--- config.mk ---
export PLATFORM = sky130hd
export DESIGN_NAME = ahb_rr_arbiter_n
export DESIGN_NICKNAME = d
export VERILOG_FILES = /design/src/rtl/ahb_arb_pkg.sv /design/src/rtl/ahb_rr_picker.sv /design/src/rtl/ahb_rr_arbiter_n.sv
export SDC_FILE = /design/constraint.sdc
export NUM_CORES = 1
export LEC_CHECK = 0
export BUFFER_PORTS_ARGS = -buffer_cell sky130_fd_sc_hd__buf_2
export CELL_PAD_IN_SITES_DETAIL_PLACEMENT = 0
export CELL_PAD_IN_SITES_GLOBAL_PLACEMENT = 2
export CORE_AREA = 8 8 359 361
export DETAILED_ROUTE_END_ITERATION = 16
export DIE_AREA = 0 0 367 369
export GPL_ROUTABILITY_DRIVEN = 1
export PLACE_DENSITY_LB_ADDON = 0.1
export SYNTH_ARGS = -nofsm -noshare
export SYNTH_HDL_FRONTEND = slang
export SYNTH_SLANG_ARGS = --single-unit
--- constraint.sdc ---
create_clock -name HCLK -period 3 [get_ports HCLK]
set_clock_uncertainty 0.1 [all_clocks]
set_input_delay 0.45 -clock HCLK [delete_from_list [all_inputs] [get_ports HCLK]]
set_output_delay 0.45 -clock HCLK [all_outputs]
set_load 0.05 [all_outputs]
--- src/rtl/ahb_arb_pkg.sv ---
// Shared types and index widths for the round-robin AHB arbiter/interconnect.
package ahb_arb_pkg;

  typedef enum logic [1:0] {
    HT_IDLE   = 2'b00,
    HT_BUSY   = 2'b01,
    HT_NONSEQ = 2'b10,
    HT_SEQ    = 2'b11
  } htrans_t;

  typedef enum logic {
    ST_IDLE = 1'b0,
    ST_OWN  = 1'b1
  } arb_state_t;

  localparam int MAX_PORTS = 16;
  localparam int MIDX_W    = $clog2(MAX_PORTS);
  // One extra code point beyond the largest slave index marks "no slave".
  localparam int SIDX_W    = $clog2(MAX_PORTS + 1);
  localparam logic [SIDX_W-1:0] SLV_NONE = '1;

endpackage

--- src/rtl/ahb_rr_picker.sv ---
// Rotating-priority picker: first requester found scanning upward from last+1, with wrap.
module ahb_rr_picker #(
  parameter int NUM_M = 8,
  parameter int IW    = $clog2(NUM_M)
) (
  input  logic [NUM_M-1:0] req,
  input  logic [IW-1:0]    last,
  output logic [IW-1:0]    winner,
  output logic             valid
);

  always_comb begin
    int          idx;
    logic [IW-1:0] idx_l;
    idx    = 0;
    idx_l  = '0;
    valid  = 1'b0;
    winner = '0;
    // Scan farthest-first so the nearest requester after last is the final assignment.
    for (int k = NUM_M; k >= 1; k--) begin
      idx   = (int'(last) + k) % NUM_M;
      idx_l = IW'(idx);
      if (req[idx_l]) begin
        valid  = 1'b1;
        winner = idx_l;
      end
    end
  end

endmodule

--- src/rtl/ahb_rr_arbiter_n.sv ---
// N-master / M-slave AHB arbiter with round-robin grant, pipelined muxing and default slave.
// Optional owner hold timeout enabled by defining ARB_HOLD_TIMEOUT_EN.
//
// state   | meaning
// ST_IDLE | no master granted, htrans forced IDLE
// ST_OWN  | hmaster owns the address phase
module ahb_rr_arbiter_n
  import ahb_arb_pkg::*;
#(
  parameter int          NUM_M    = 8,
  parameter int          NUM_S    = 8,
  parameter int          AW       = 32,
  parameter int          DW       = 32,
  parameter logic [15:0] BASE_HI  = 16'hF000,
  parameter int          MAX_HOLD = 16
) (
  input  logic                       HCLK,
  input  logic                       HRESET,
  input  logic [NUM_M-1:0]           m_busreq,
  input  logic [NUM_M*AW-1:0]        m_haddr,
  input  logic [NUM_M*2-1:0]         m_htrans,
  input  logic [NUM_M-1:0]           m_hwrite,
  input  logic [NUM_M*DW-1:0]        m_hwdata,
  output logic [NUM_M-1:0]           m_hgrant,
  output logic [$clog2(NUM_M)-1:0]   hmaster,
  output logic [NUM_S-1:0]           s_hsel,
  output logic [AW-1:0]              haddr,
  output logic [1:0]                 htrans,
  output logic                       hwrite,
  output logic [DW-1:0]              hwdata,
  input  logic [NUM_S*DW-1:0]        s_hrdata,
  input  logic [NUM_S-1:0]           s_hready,
  output logic [DW-1:0]              hrdata,
  output logic                       hready,
  output logic                       dec_err
);

  localparam int MW = $clog2(NUM_M);

  if (MW > MIDX_W || NUM_M < 2 || NUM_S < 1 || NUM_S > MAX_PORTS || MAX_HOLD < 1)
  begin : g_bad_cfg
    $error("ahb_rr_arbiter_n: parameter out of range");
  end

  arb_state_t        state;
  logic [MW-1:0]     last;
  logic [MW-1:0]     winner;
  logic              win_valid;
  logic              rearb;
  logic              timeout;
  logic              addr_active;
  logic [SIDX_W-1:0] dec_slave;
  logic [SIDX_W-1:0] dp_slave;
  logic [MW-1:0]     dp_master;
  logic              dp_unmapped;

  ahb_rr_picker #(.NUM_M(NUM_M), .IW(MW)) u_picker (
    .req    (m_busreq),
    .last   (last),
    .winner (winner),
    .valid  (win_valid)
  );

  assign haddr       = m_haddr[hmaster*AW +: AW];
  assign hwrite      = m_hwrite[hmaster];
  assign htrans      = (|m_hgrant) ? m_htrans[hmaster*2 +: 2] : HT_IDLE;
  assign addr_active = (htrans == HT_NONSEQ) || (htrans == HT_SEQ);

  always_comb begin
    s_hsel    = '0;
    dec_slave = SLV_NONE;
    for (int i = 0; i < NUM_S; i++) begin
      if (addr_active && (haddr[AW-1:AW-16] == BASE_HI + 16'(i))) begin
        s_hsel[i] = 1'b1;
        dec_slave = SIDX_W'(i);
      end
    end
  end

`ifdef ARB_HOLD_TIMEOUT_EN
  localparam int HW = $clog2(MAX_HOLD + 1);
  logic [HW-1:0] hold_cnt;

  // Only expire when someone else is waiting; a lone owner keeps the bus.
  assign timeout = (state == ST_OWN) && (int'(hold_cnt) + 1 >= MAX_HOLD) &&
                   (|(m_busreq & ~m_hgrant));

  always_ff @(posedge HCLK) begin
    if (HRESET) begin
      hold_cnt <= '0;
    end else if (rearb) begin
      hold_cnt <= '0;
    end else if (state == ST_OWN && hready && int'(hold_cnt) < MAX_HOLD) begin
      hold_cnt <= hold_cnt + 1'b1;
    end
  end
`else
  assign timeout = 1'b0;
`endif

  assign rearb = hready && ((state == ST_IDLE) || !m_busreq[hmaster] || timeout);

  always_ff @(posedge HCLK) begin
    if (HRESET) begin
      state    <= ST_IDLE;
      m_hgrant <= '0;
      hmaster  <= '0;
      last     <= MW'(NUM_M - 1);
    end else if (rearb) begin
      if (win_valid) begin
        state    <= ST_OWN;
        m_hgrant <= NUM_M'(1) << winner;
        hmaster  <= winner;
        last     <= winner;
      end else begin
        state    <= ST_IDLE;
        m_hgrant <= '0;
      end
    end
  end

  always_ff @(posedge HCLK) begin
    if (HRESET) begin
      dp_master   <= '0;
      dp_slave    <= SLV_NONE;
      dp_unmapped <= 1'b0;
    end else if (hready) begin
      dp_master   <= hmaster;
      dp_slave    <= dec_slave;
      dp_unmapped <= addr_active && (dec_slave == SLV_NONE);
    end
  end

  assign hwdata  = m_hwdata[dp_master*DW +: DW];
  assign dec_err = dp_unmapped;

  // Default slave answers zero-wait with zero data.
  always_comb begin
    hready = 1'b1;
    hrdata = '0;
    for (int i = 0; i < NUM_S; i++) begin
      if (dp_slave == SIDX_W'(i)) begin
        hready = s_hready[i];
        hrdata = s_hrdata[i*DW +: DW];
      end
    end
  end

endmodule

==> reports/results.txt, run 1 <==
Post-DP HPWL = 81000 um
Max Cap Viol = 0
Final period util = 107%
Total die area = 135000 sq um
EDFF count, synth = 0
Synth-to-layout area growth = 110%
Library cells used by synthesis = 61
Total CTS buffers = 3
Final Hold Fails = 0
First drt pass iteration count = 5
CP Buf/Inv Count = 4
FF+latch area = 483 sq um
Setup Total Neg Slack = -1530 ps
CP Cell Sequence = buf_12 > mux4_2 > nor4_4 > buf_4 > nand4b_1 > o31ai_4 > buf_6 > nand2b_4 > nor2_4 > buf_12
Final count of negative-setup-slack endpoints = 8
Max-slew violation count = 0
Fillcell total = 14300
Yosys reg bits = 23
Placer congestion estimate = 0.880
Antenna-violating nets left = 0
Die Ht = 369 um
Core box area = 123000 sq um
Mapped Area = 7470 sq um
CTS tree = done
FP Rows = 129
Via count = 11200
CTS H-tree lvls = 1
Ys Warns = 0
Worst min-delay path category = register to register
Reg2Reg Capture Point = m_hgrant[2]
WHS Path Cells = 2
Syn_nets = 1490
CP peak stage delay = 550 ps
Run status = finished with violations
Wirelength per Cell = 26.9 um
Worst Path Max Fanout = 8
Cells after Synth = 678
Remaining Overflow, GRT = 0
Leakage = 6.75 nW
Worst-Skew Late Latency = 290 ps
Critical Path Source Type = register
Multi-input gate area = 6970 sq um
VDD IR-drop max = 0.242 mV
Crit path max-delay cell type = mux4_2
Setup ws final = -217 ps
Period minus WS final = 3220 ps
Commonest register cell after synthesis = dfxtp_1
I/O pin count = 930
Clock Sinks = 23
Layout cells sized above 1 = 81.2%
Slew HR = 60.0%
Internal reg-to-reg setup slack = 110 ps
Hold_sp = dec_err
Arrival time worst endpoint = 2670 ps
Failing checks = negative setup slack
Vias in the first global route = 12200
Crit path kind = register to primary output
Worst-margin pin slew = 600 ps
RR Startpoint = last[1]
Reg clk slew, reported paths = 80 ps
Drc violations = 0
Vias/cell = 3.38
Post-Route WL = 88700 um
Syn Area/Cell = 11.0 sq um
Tot Pwr = 0.00921 W
Largest net degree at the start of global routing = 34
Seq/Total Area, Yosys = 6.17%
Fmax = 0.311 GHz
Initial core utilization = 6.07%
Max Buffers Root-to-Sink = 2
Crit-path leading delay family = simple AND/OR/NAND/NOR gates
Worst Setup End Kind = primary output
CP required = 2450 ps
Initial antenna violation count = 72
First DRT Iteration DRCs = 442
RSZ-0062 raised after global routing = true
Reg2reg path depth = 10
Hold-critical path endpoint = dec_err
Fin nets = 2466
IO Port Bufs = 929
Root buffer selected by CTS = clkbuf_16
Setup WS pre-CTS = -207 ps
Horiz. Die Dim = 367 um
FFs w/ async S/R, synth = 0%
CP dominant cell by count = buf_12
Gr usage total = 12.2%
First-pass GRT wire length = 117000 um
Power Dens Cells = 588 nW/um^2
[placed cells by master, fill, tap and decap left out, types with 5 or more instances in the layout]
cell type,Yosys,final
buf_2,9,911
mux4_2,153,153
buf_4,2,86
mux2_2,80,76
a22oi_1,75,75
nand2_1,40,37
buf_12,0,31
nand3_1,23,23
nor2_1,32,20
a21oi_1,17,16
a221o_1,15,15
dfxtp_1,23,15
mux2i_1,15,14
o21ai_0,20,14
diode_2,0,13
a22o_1,12,12
o21ai_1,5,11
o211ai_1,9,9
buf_6,6,9
nor2_4,0,8
a31oi_2,0,6
nand2b_1,7,5
mux2_4,1,5
a221oi_1,5,5
dfxtp_4,0,5
[worst reg2reg max path, cell delays in order, from the launching register on]
cell and delay, ps:
dfxtp_1 340, inv_1 80, ha_4 310, mux4_2 540, mux2_4 330, nand2_1 90
o32ai_2 90, o41ai_4 320, buf_4 190, nor3b_4 280, a22o_1 170
[per-layer routing]
layer  share of wire, %  up-vias  GRT usage (%)
met5               0.28        -              0
met4               0.72       38          0.367
met3                8.1      118           4.36
met2                 53      622           23.0
met1                 38     5469           13.8
li1                   -     4909              -
[where the power goes]
part | switching (W) | internal (W)
registers | 0.000141 | 0.000401
logic | 0.00471 | 0.00361
clock network | 0.000171 | 0.000182
total | 0.00502 | 0.00419
[cell usage after synthesis (all sizes together) (2+ instances only)]
| cell type | number | share of area [%] |
|---|---|---|
| a21oi | 18 | 1.3 |
| a221o | 15 | 2.0 |
| a221oi | 5 | 0.59 |
| a22o | 12 | 1.4 |
| a22oi | 75 | 7.5 |
| a31oi | 9 | 0.75 |
| and2 | 4 | 0.34 |
| buf | 29 | 2.3 |
| clkbuf | 44 | 2.2 |
| dfxtp | 23 | 6.2 |
| ha | 2 | 0.34 |
| inv | 3 | 0.15 |
| mux2 | 81 | 12 |
| mux2i | 15 | 2.0 |
| mux4 | 153 | 46 |
| nand2 | 40 | 2.0 |
| nand2b | 7 | 0.59 |
| nand3 | 23 | 1.5 |
| nand3b | 2 | 0.20 |
| nand4b | 2 | 0.23 |
| nor2 | 32 | 1.6 |
| nor2b | 4 | 0.34 |
| nor3 | 9 | 0.67 |
| nor3b | 3 | 0.52 |
| nor4 | 5 | 0.59 |
| o211ai | 9 | 0.90 |
| o21ai | 25 | 1.7 |
| o21bai | 2 | 0.20 |
| o22ai | 2 | 0.17 |
| o32ai | 2 | 0.34 |
| or2 | 4 | 0.34 |
| or4 | 2 | 0.20 |
| xor2 | 2 | 0.34 |
[state kept, by name, summed over array words and instances (netlist names)]
name and cells:
m_hgrant 8, dp_master 3, state 1, last 3, hmaster 3, dp_slave 4
dec_err 1
[layout make-up]
| class | instances | share of cell area [%] |
|---|---|---|
| well taps | 1637 | 13.1 |
| clock buffers | 3 | 0.479 |
| inverters | 4 | 0.0958 |
| diodes | 13 | 0.208 |
| flip-flops and latches | 23 | 3.08 |
| repair buffers | 1044 | 38.6 |
| multi-input cells | 578 | 44.5 |
| clock inverters | 1 | 0.0319 |
[what timing repair did]
action                     in CTS  in global routing
setup endpoints to repair      17                 31
gates cloned                    1                  1
hold buffers                    0                  0
setup buffers                  10                  1
resized for setup              26                 17
pin swaps                       5                  7
[worst max-delay path by stage]
stage,from,to,cells after the start
6_report,hmaster[0],s_hsel[6],10
3_5_place_dp,hmaster[0],s_hsel[7],10
5_1_grt,hmaster[0],s_hsel[6],10
4_1_cts,hmaster[0],s_hsel[6],10
3_3_place_gp,hmaster[0],s_hsel[7],10
2_1_floorplan,hmaster[0],s_hsel[1],7
[metrics by stage]
stage | util (%) | instance area [sq um] | instances | hold slack, ps
2_1_floorplan | - | 7680 | 678 | 366
3_3_place_gp | 12.4 | 15200 | 3274 | 355
3_5_place_dp | 12.4 | 15200 | 3274 | 352
4_1_cts | 12.6 | 15500 | 3288 | 365
5_1_grt | 12.7 | 15600 | 3294 | 392
6_report | 12.7 | 15700 | 3303 | 361
[cells by family (layout without fill, tap and decap cells)]
| kind of cell | Yosys count | count (layout) | synth area share [%] |
|---|---|---|---|
| flip-flops | 23 | 23 | 6.17 |
| other | 0 | 13 | 0 |
| adder cells (fa/ha/maj) | 2 | 2 | 0.335 |
| buffers and inverters | 77 | 1052 | 4.72 |
| multiplexers | 249 | 249 | 60.4 |
| AND/OR/NAND/NOR | 141 | 141 | 9.60 |
| XOR/XNOR | 3 | 3 | 0.452 |
| AO/OA/AOI/OAI | 183 | 183 | 18.3 |
Note: power is estimated with default switching activity, not from simulation.
==> run 2: changes to the inputs <==
- clock period: 3 -> 2.65 ns (I/O delays scaled with it)
==> reports/results.txt, run 2 (synthesized netlist as in run 1, its figures left out) <==
Final Hold Fails = 0 (unchanged)
First drt pass iteration count = 4 (-1)
Max Buffers Root-to-Sink = 2 (unchanged)
Period minus WS final = 3150 ps
Total CTS buffers = 3 (unchanged)
Clock Sinks = 23 (unchanged)
Final count of negative-setup-slack endpoints = 55 (+47)
FP Rows = 129 (unchanged)
Initial antenna violation count = 45 (-38%)
Worst Setup End Kind = primary output
Remaining Overflow, GRT = 0 (unchanged)
Slew HR = 62.5% (+2.5 points)
RSZ-0062 raised after global routing = true
Total die area = 135000 sq um (unchanged)
CTS H-tree lvls = 1 (unchanged)
Design Area, Final = 18500 sq um (+18%)
CP required = 2150 ps (-300 ps)
Fin nets = 2584 (+4.8%)
Antenna-violating nets left = 0 (unchanged)
Drc violations = 0 (unchanged)
Internal power = 0.00627 W (+50%)
CTS Hold Bufs = 0 (unchanged)
Layout cells sized above 1 = 89.6% (+8.4 points)
Crit-path leading delay family = simple AND/OR/NAND/NOR gates
FF+latch area = 492 sq um (+1.8%)
Routed wl met2 = 46000 um (-1.5%)
Vias in the first global route = 12900 (+5.3%)
Wirelength per Cell = 26.3 um (-2.1%)
Via count = 11500 (+3.2%)
Root buffer selected by CTS = clkbuf_16
Failing checks = negative setup slack
CTS tree = done
CP Buf/Inv Count = 3 (-1)
Tot Pwr = 0.0126 W (+37%)
Initial core utilization = 6.07% (unchanged)
Clock share of power = 3.1% (-0.7 points)
Die Ht = 369 um (unchanged)
Reg power frac = 4.7% (-1.2 points)
Setup WS pre-CTS = -466 ps (-258 ps)
Crit path max-delay cell type = mux4_2
I/O pin count = 930 (unchanged)
Worst-margin pin slew = 560 ps (-40.0 ps)
Reg clk slew, reported paths = 80 ps (about the same)
Final period util = 119%
Synth-to-layout area growth = 148%
Metal-1 WL = 36100 um (+6.5%)
Largest net degree at the start of global routing = 34 (unchanged)
Combinational power share = 92.2% (+1.9 points)
Cell Area, Placed = 16000 sq um (+4.7%)
Multi-input gate area = 7810 sq um (+12%)
CP peak stage delay = 540 ps (about the same)
Core box area = 123000 sq um (unchanged)
Arrival time worst endpoint = 2650 ps (-20 ps)
Crit path kind = register to primary output
Setup ws final = -501 ps (-284 ps)
VDD IR-drop max = 0.419 mV (+73%)
Max-slew violation count = 0 (unchanged)
Leakage = 7.97 nW (+18%)
Biggest regs = m_hgrant: 8 flops, dp_slave: 4 flops
Fmax = 0.317 GHz
NetSw = 0.00637 W (+27%)
Gr usage total = 12.3% (+0.15 points)
First DRT Iteration DRCs = 463 (+4.8%)
Switching Fraction = 50.4% (-4.1 points)
Commonest non-fill, non-tap cell in the layout = buf_2
Worst-Skew Late Latency = 280 ps (about the same)
Placer congestion estimate = 0.861 (-2.2%)
Max reg flops = 8 (unchanged)
Worst Path Max Fanout = 5 (-3)
IO Port Bufs = 929 (unchanged)
Run status = finished with violations
Most flops, register = m_hgrant
Power Dens Cells = 682 nW/um^2 (+16%)
Max layer used = met5
Max Cap Viol = 0 (unchanged)
Vias/cell = 3.37 (-0.32%)
Post-Route WL = 89900 um (+1.3%)
DR WL met3 = 7080 um (-2.0%)
Most frequent cells in the layout = 859 x buf_2, 153 x mux4_2, 129 x buf_4, 84 x buf_6, 57 x buf_12
Worst min-delay path category = register to register
Critical Path Source Type = register
First-pass GRT wire length = 118000 um (+1.2%)
Fillcell total = 14100 (-1.1%)
Horiz. Die Dim = 367 um (unchanged)
Post-DP HPWL = 79400 um (-2.0%)
CP Cell Sequence = buf_4 > mux4_2 > nor4_4 > nand2_2 > o31ai_4 > buf_6 > nand2b_4 > nor2_4 > buf_12
## run 2: routing by layer
metal / up-vias / global-route usage, %
met3: 72 / 3.94
li1: 5146 / -
met4: 18 / 0.772
met2: 581 / 22.5
met1: 5691 / 14.7
met5: - / 0
## run 2: what timing repair did
action | in CTS | in global routing
gates cloned | 8 | 3
pin swaps | 54 | 61
gates resized for setup | 290 | 103
endpoints found under the setup margin | 84 | 98
setup buffers | 47 | 43
## run 2: per-stage QoR
step / utilization [%] / TNS, ps / hold slack [ps] / std cells
finish: 15.1 / -13680 / 363 / 3418
global route: 15.0 / -21250 / 410 / 3410
global placement: 13.0 / -8080 / 340 / 3319
detailed placement: 13.0 / -7250 / 362 / 3319
floorplan: - / -4940 / 366 / 678
CTS: 14.5 / -14550 / 375 / 3372
## run 2: layout make-up
cell class,instances,area share [%]
Inverter,4,0.122
Timing Repair Buffer,1162,43.4
Clock inverter,1,0.0338
Multi-Input combinational cell,578,42.2
Tap cell,1637,11.1
Sequential cell,23,2.66
Clock buffer,3,0.405
Antenna cell,10,0.135
## run 2: worst paths after layout
path	startpoint	end	slack, ps	depth (start not counted)
setup / recovery	hmaster[0]	s_hsel[4]	-500	9
hold / removal	dec_err	dec_err	360	2
hold reg to reg	dec_err	dec_err	360	2
setup reg to reg	hmaster[0]	dp_slave[0]	-280	13
## run 2: power groups by stage
stage / combinational [W] / sequential, W / clock [W]
global route: 0.0124 / 0.000616 / 0.000432
global placement: 0.0101 / 0.000611 / 0
CTS: 0.0114 / 0.000612 / 0.000421
floorplan: 0.00593 / 0.000721 / 0
detailed placement: 0.00997 / 0.000608 / 0
finish: 0.0117 / 0.000594 / 0.000389
## run 2: tightest hold or removal path, stage by stage, from the launching register on
cell	delay [ps]
dfxtp_1	320
nand2_1	50
a21oi_1	50
==> run 3: changes to the inputs <==
- ABC_AREA: unset -> 1
- CORE_AREA: 8 8 359 361 -> 8 8 354 356
- DIE_AREA: 0 0 367 369 -> 0 0 362 364
- REMOVE_ABC_BUFFERS: unset -> 1
==> reports/results.txt, run 3 <==
Commonest non-fill, non-tap cell in the layout = buf_2
Placer congestion estimate = 0.827 (-3.9%)
Reg2Reg Capture Point = dp_slave[1]
Drc violations = 0 (unchanged)
Horiz. Die Dim = 362 um (-1.4%)
Cell Area, Placed = 16000 sq um (+0.53%)
Post-Route WL = 101000 um (+12%)
CTS Hold Bufs = 0 (unchanged)
Critical Path Source Type = register
VDD IR-drop max = 0.354 mV (-16%)
Setup ws final = -234 ps (+267 ps)
IO Port Bufs = 929 (unchanged)
Ys Warns = 0 (unchanged)
Layout Utilization = 14.3% (-0.76 points)
Worst-Skew Late Latency = 270 ps (about the same)
Largest net degree at the start of global routing = 67 (+97%)
EDFF count, synth = 0 (unchanged)
Max-slew violation count = 0 (unchanged)
FP Rows = 127 (-1.6%)
Worst Setup End Kind = primary output
Total die area = 132000 sq um (-2.7%)
Run status = finished with violations
Syn Area/Cell = 4.73 sq um (-57%)
Max Buffers Root-to-Sink = 2 (unchanged)
First drt pass iteration count = 4 (unchanged)
Commonest register cell after synthesis = dfxtp_1
Via count = 16300 (+42%)
CP required = 2150 ps (about the same)
Final Hold Fails = 0 (unchanged)
Max reg flops = 8 (unchanged)
Initial antenna violation count = 112 (+150%)
Max Cap Viol = 0 (unchanged)
Fillcell total = 14300 (+1.1%)
Setup Total Neg Slack = -1580 ps (+12100 ps)
Wirelength per Cell = 23.2 um (-12%)
First DRT Iteration DRCs = 732 (+58%)
Crit path from = hmaster[0]
Slew HR = 57.8% (-4.7 points)
CTS tree = done
Top post-synthesis cells by area = nor2_1 19%, nand2_1 18%, o21ai_0 13%
Library cells used by synthesis = 42 (-31%)
Most flops, register = m_hgrant
I/O pin count = 930 (unchanged)
Biggest regs = m_hgrant: 8 flops, dp_slave: 4 flops
FFs w/ async S/R, synth = 0% (unchanged)
Most frequent cells in the layout = 883 x buf_2, 413 x nor2_1, 385 x nand2_1, 212 x o21ai_0, 173 x nand3_1
Yosys reg bits = 23 (unchanged)
CP peak stage delay = 420 ps (-120 ps)
Most common cell in the netlist = nor2_1
Worst setup path endpoint = s_hsel[2]
Worst Path Max Fanout = 7 (+2)
Gr usage total = 13.9% (+1.6 points)
Die Ht = 364 um (-1.4%)
Vias/cell = 3.75 (+11%)
Power Dens Cells = 696 nW/um^2 (+1.9%)
WHS = 387 ps (+23.6 ps)
Worst-margin pin slew = 633 ps (+72.8 ps)
Arrival time worst endpoint = 2390 ps (-260 ps)
RR Startpoint = hmaster[0]
Area leader, netlist = nor2_1
Synth-to-layout area growth = 103%
CTS H-tree lvls = 1 (unchanged)
Design Area, Final = 17100 sq um (-7.9%)
Remaining Overflow, GRT = 0 (unchanged)
Final count of negative-setup-slack endpoints = 8 (-85%)
Period minus WS final = 2880 ps (-267 ps)
Crit path max-delay cell type = dfxtp_4
Crit path kind = register to primary output
Internal reg-to-reg setup slack = 30 ps (+310 ps)
Mapped Area = 8390 sq um (+12%)
Reg clk slew, reported paths = 80 ps (about the same)
Failing checks = negative setup slack
Clock Sinks = 23 (unchanged)
CP Cell Sequence = buf_12 > buf_12 > buf_12 > nand2_2 > nand2_1 > nand2_1 > o21ai_1 > nand2_1 > nand2_2 > nor2_2 > nand2_2 > buf_6 > nor2_4 > nand3_2 > inv_2 > buf_12
Setup WS pre-CTS = -108 ps (+358 ps)
CP dominant cell by count = buf_12
Seq/Total Area, Yosys = 5.49% (-0.68 points)
Commonest cells post-synth = 425 x nor2_1, 398 x nand2_1, 215 x o21ai_0, 180 x nand3_1, 100 x clkbuf_1
Post-synth top area share = 19.0% (-27 points)
Fin nets = 3528 (+37%)
Final period util = 109% (-10 points)
Reg2reg path depth = 20 (+7)
Cells after Synth = 1773 (+160%)
Worst min-delay path category = register to register
Root buffer selected by CTS = clkbuf_16
Fmax = 0.347 GHz (+9.3%)
Core box area = 119000 sq um (-3.0%)
Post-DP HPWL = 85500 um (+7.6%)
Layout cells sized above 1 = 44.1% (-46 points)
RSZ-0062 raised after global routing = true
Vias in the first global route = 16800 (+31%)
Leakage = 8.42 nW (+5.6%)
Antenna-violating nets left = 0 (unchanged)
Initial core utilization = 7.03% (+0.96 points)
Total CTS buffers = 3 (unchanged)
First-pass GRT wire length = 133000 um (+13%)
## run 3: worst min path at each step
stage           from    end  depth (start not counted)
6_report       state  state                          2
4_1_cts        state  state                          2
2_1_floorplan  state  state                          2
3_5_place_dp   state  state                          2
3_3_place_gp   state  state                          2
5_1_grt        state  state                          2
## run 3: cell families after synthesis
family	Yosys count	synth area share [%]
simple gates	1072	53.1
compound gates	419	28.3
buf+inv	253	12.5
flops	23	5.49
xor+xnor	4	0.418
fa+ha+maj	2	0.298
## run 3: through the flow
stage / std cells / power, W
after global routing: 4339 / 0.0130
after CTS: 4315 / 0.0120
after detailed placement: 4297 / 0.0111
final: 4361 / 0.0119
after global placement: 4297 / 0.0112
after floorplan: 1634 / 0.00659
## run 3: power breakdown
part / switching, W / total, W / internal (W)
clock network: 0.000158 / 0.000364 / 0.000206
logic: 0.00711 / 0.0109 / 0.00381
registers: 0.000139 / 0.000584 / 0.000445
## run 3: critical path: cells and delay by family (launching register included)
kind | cells | cell delay (ps)
AND/OR/NAND/NOR | 9 | 840
buffers and inverters | 6 | 770
flip-flops | 1 | 420
AO/OA/AOI/OAI | 1 | 60
## run 3: layout make-up
cell class	instances	area, sq um	share of cell area, %
multi-input combinational	1497	7200	42.2
timing repair buffer	1077	6750	39.5
tap	1612	2020	11.8
sequential	23	485	2.85
inverter	114	447	2.62
antenna	34	85.1	0.499
clock buffer	3	75.1	0.440
clock inverter	1	7.51	0.0440
## run 3: timing repair
action | 4_1_cts | 5_1_grt
cloned | 1 | 5
setup buffers | 13 | 10
resized for setup | 80 | 69
pin swaps | 16 | 23
setup endpoints to repair | 39 | 76
hold endpoints to repair | 0 | 0
## run 3: layer usage
layer / global-route usage, % / up-vias / share of wire [%]
li1: - / 7872 / -
met5: 0 / - / 0.38
met4: 1.78 / 60 / 1.6
met3: 4.73 / 189 / 7.8
met2: 27.6 / 691 / 53
met1: 14.3 / 7526 / 37
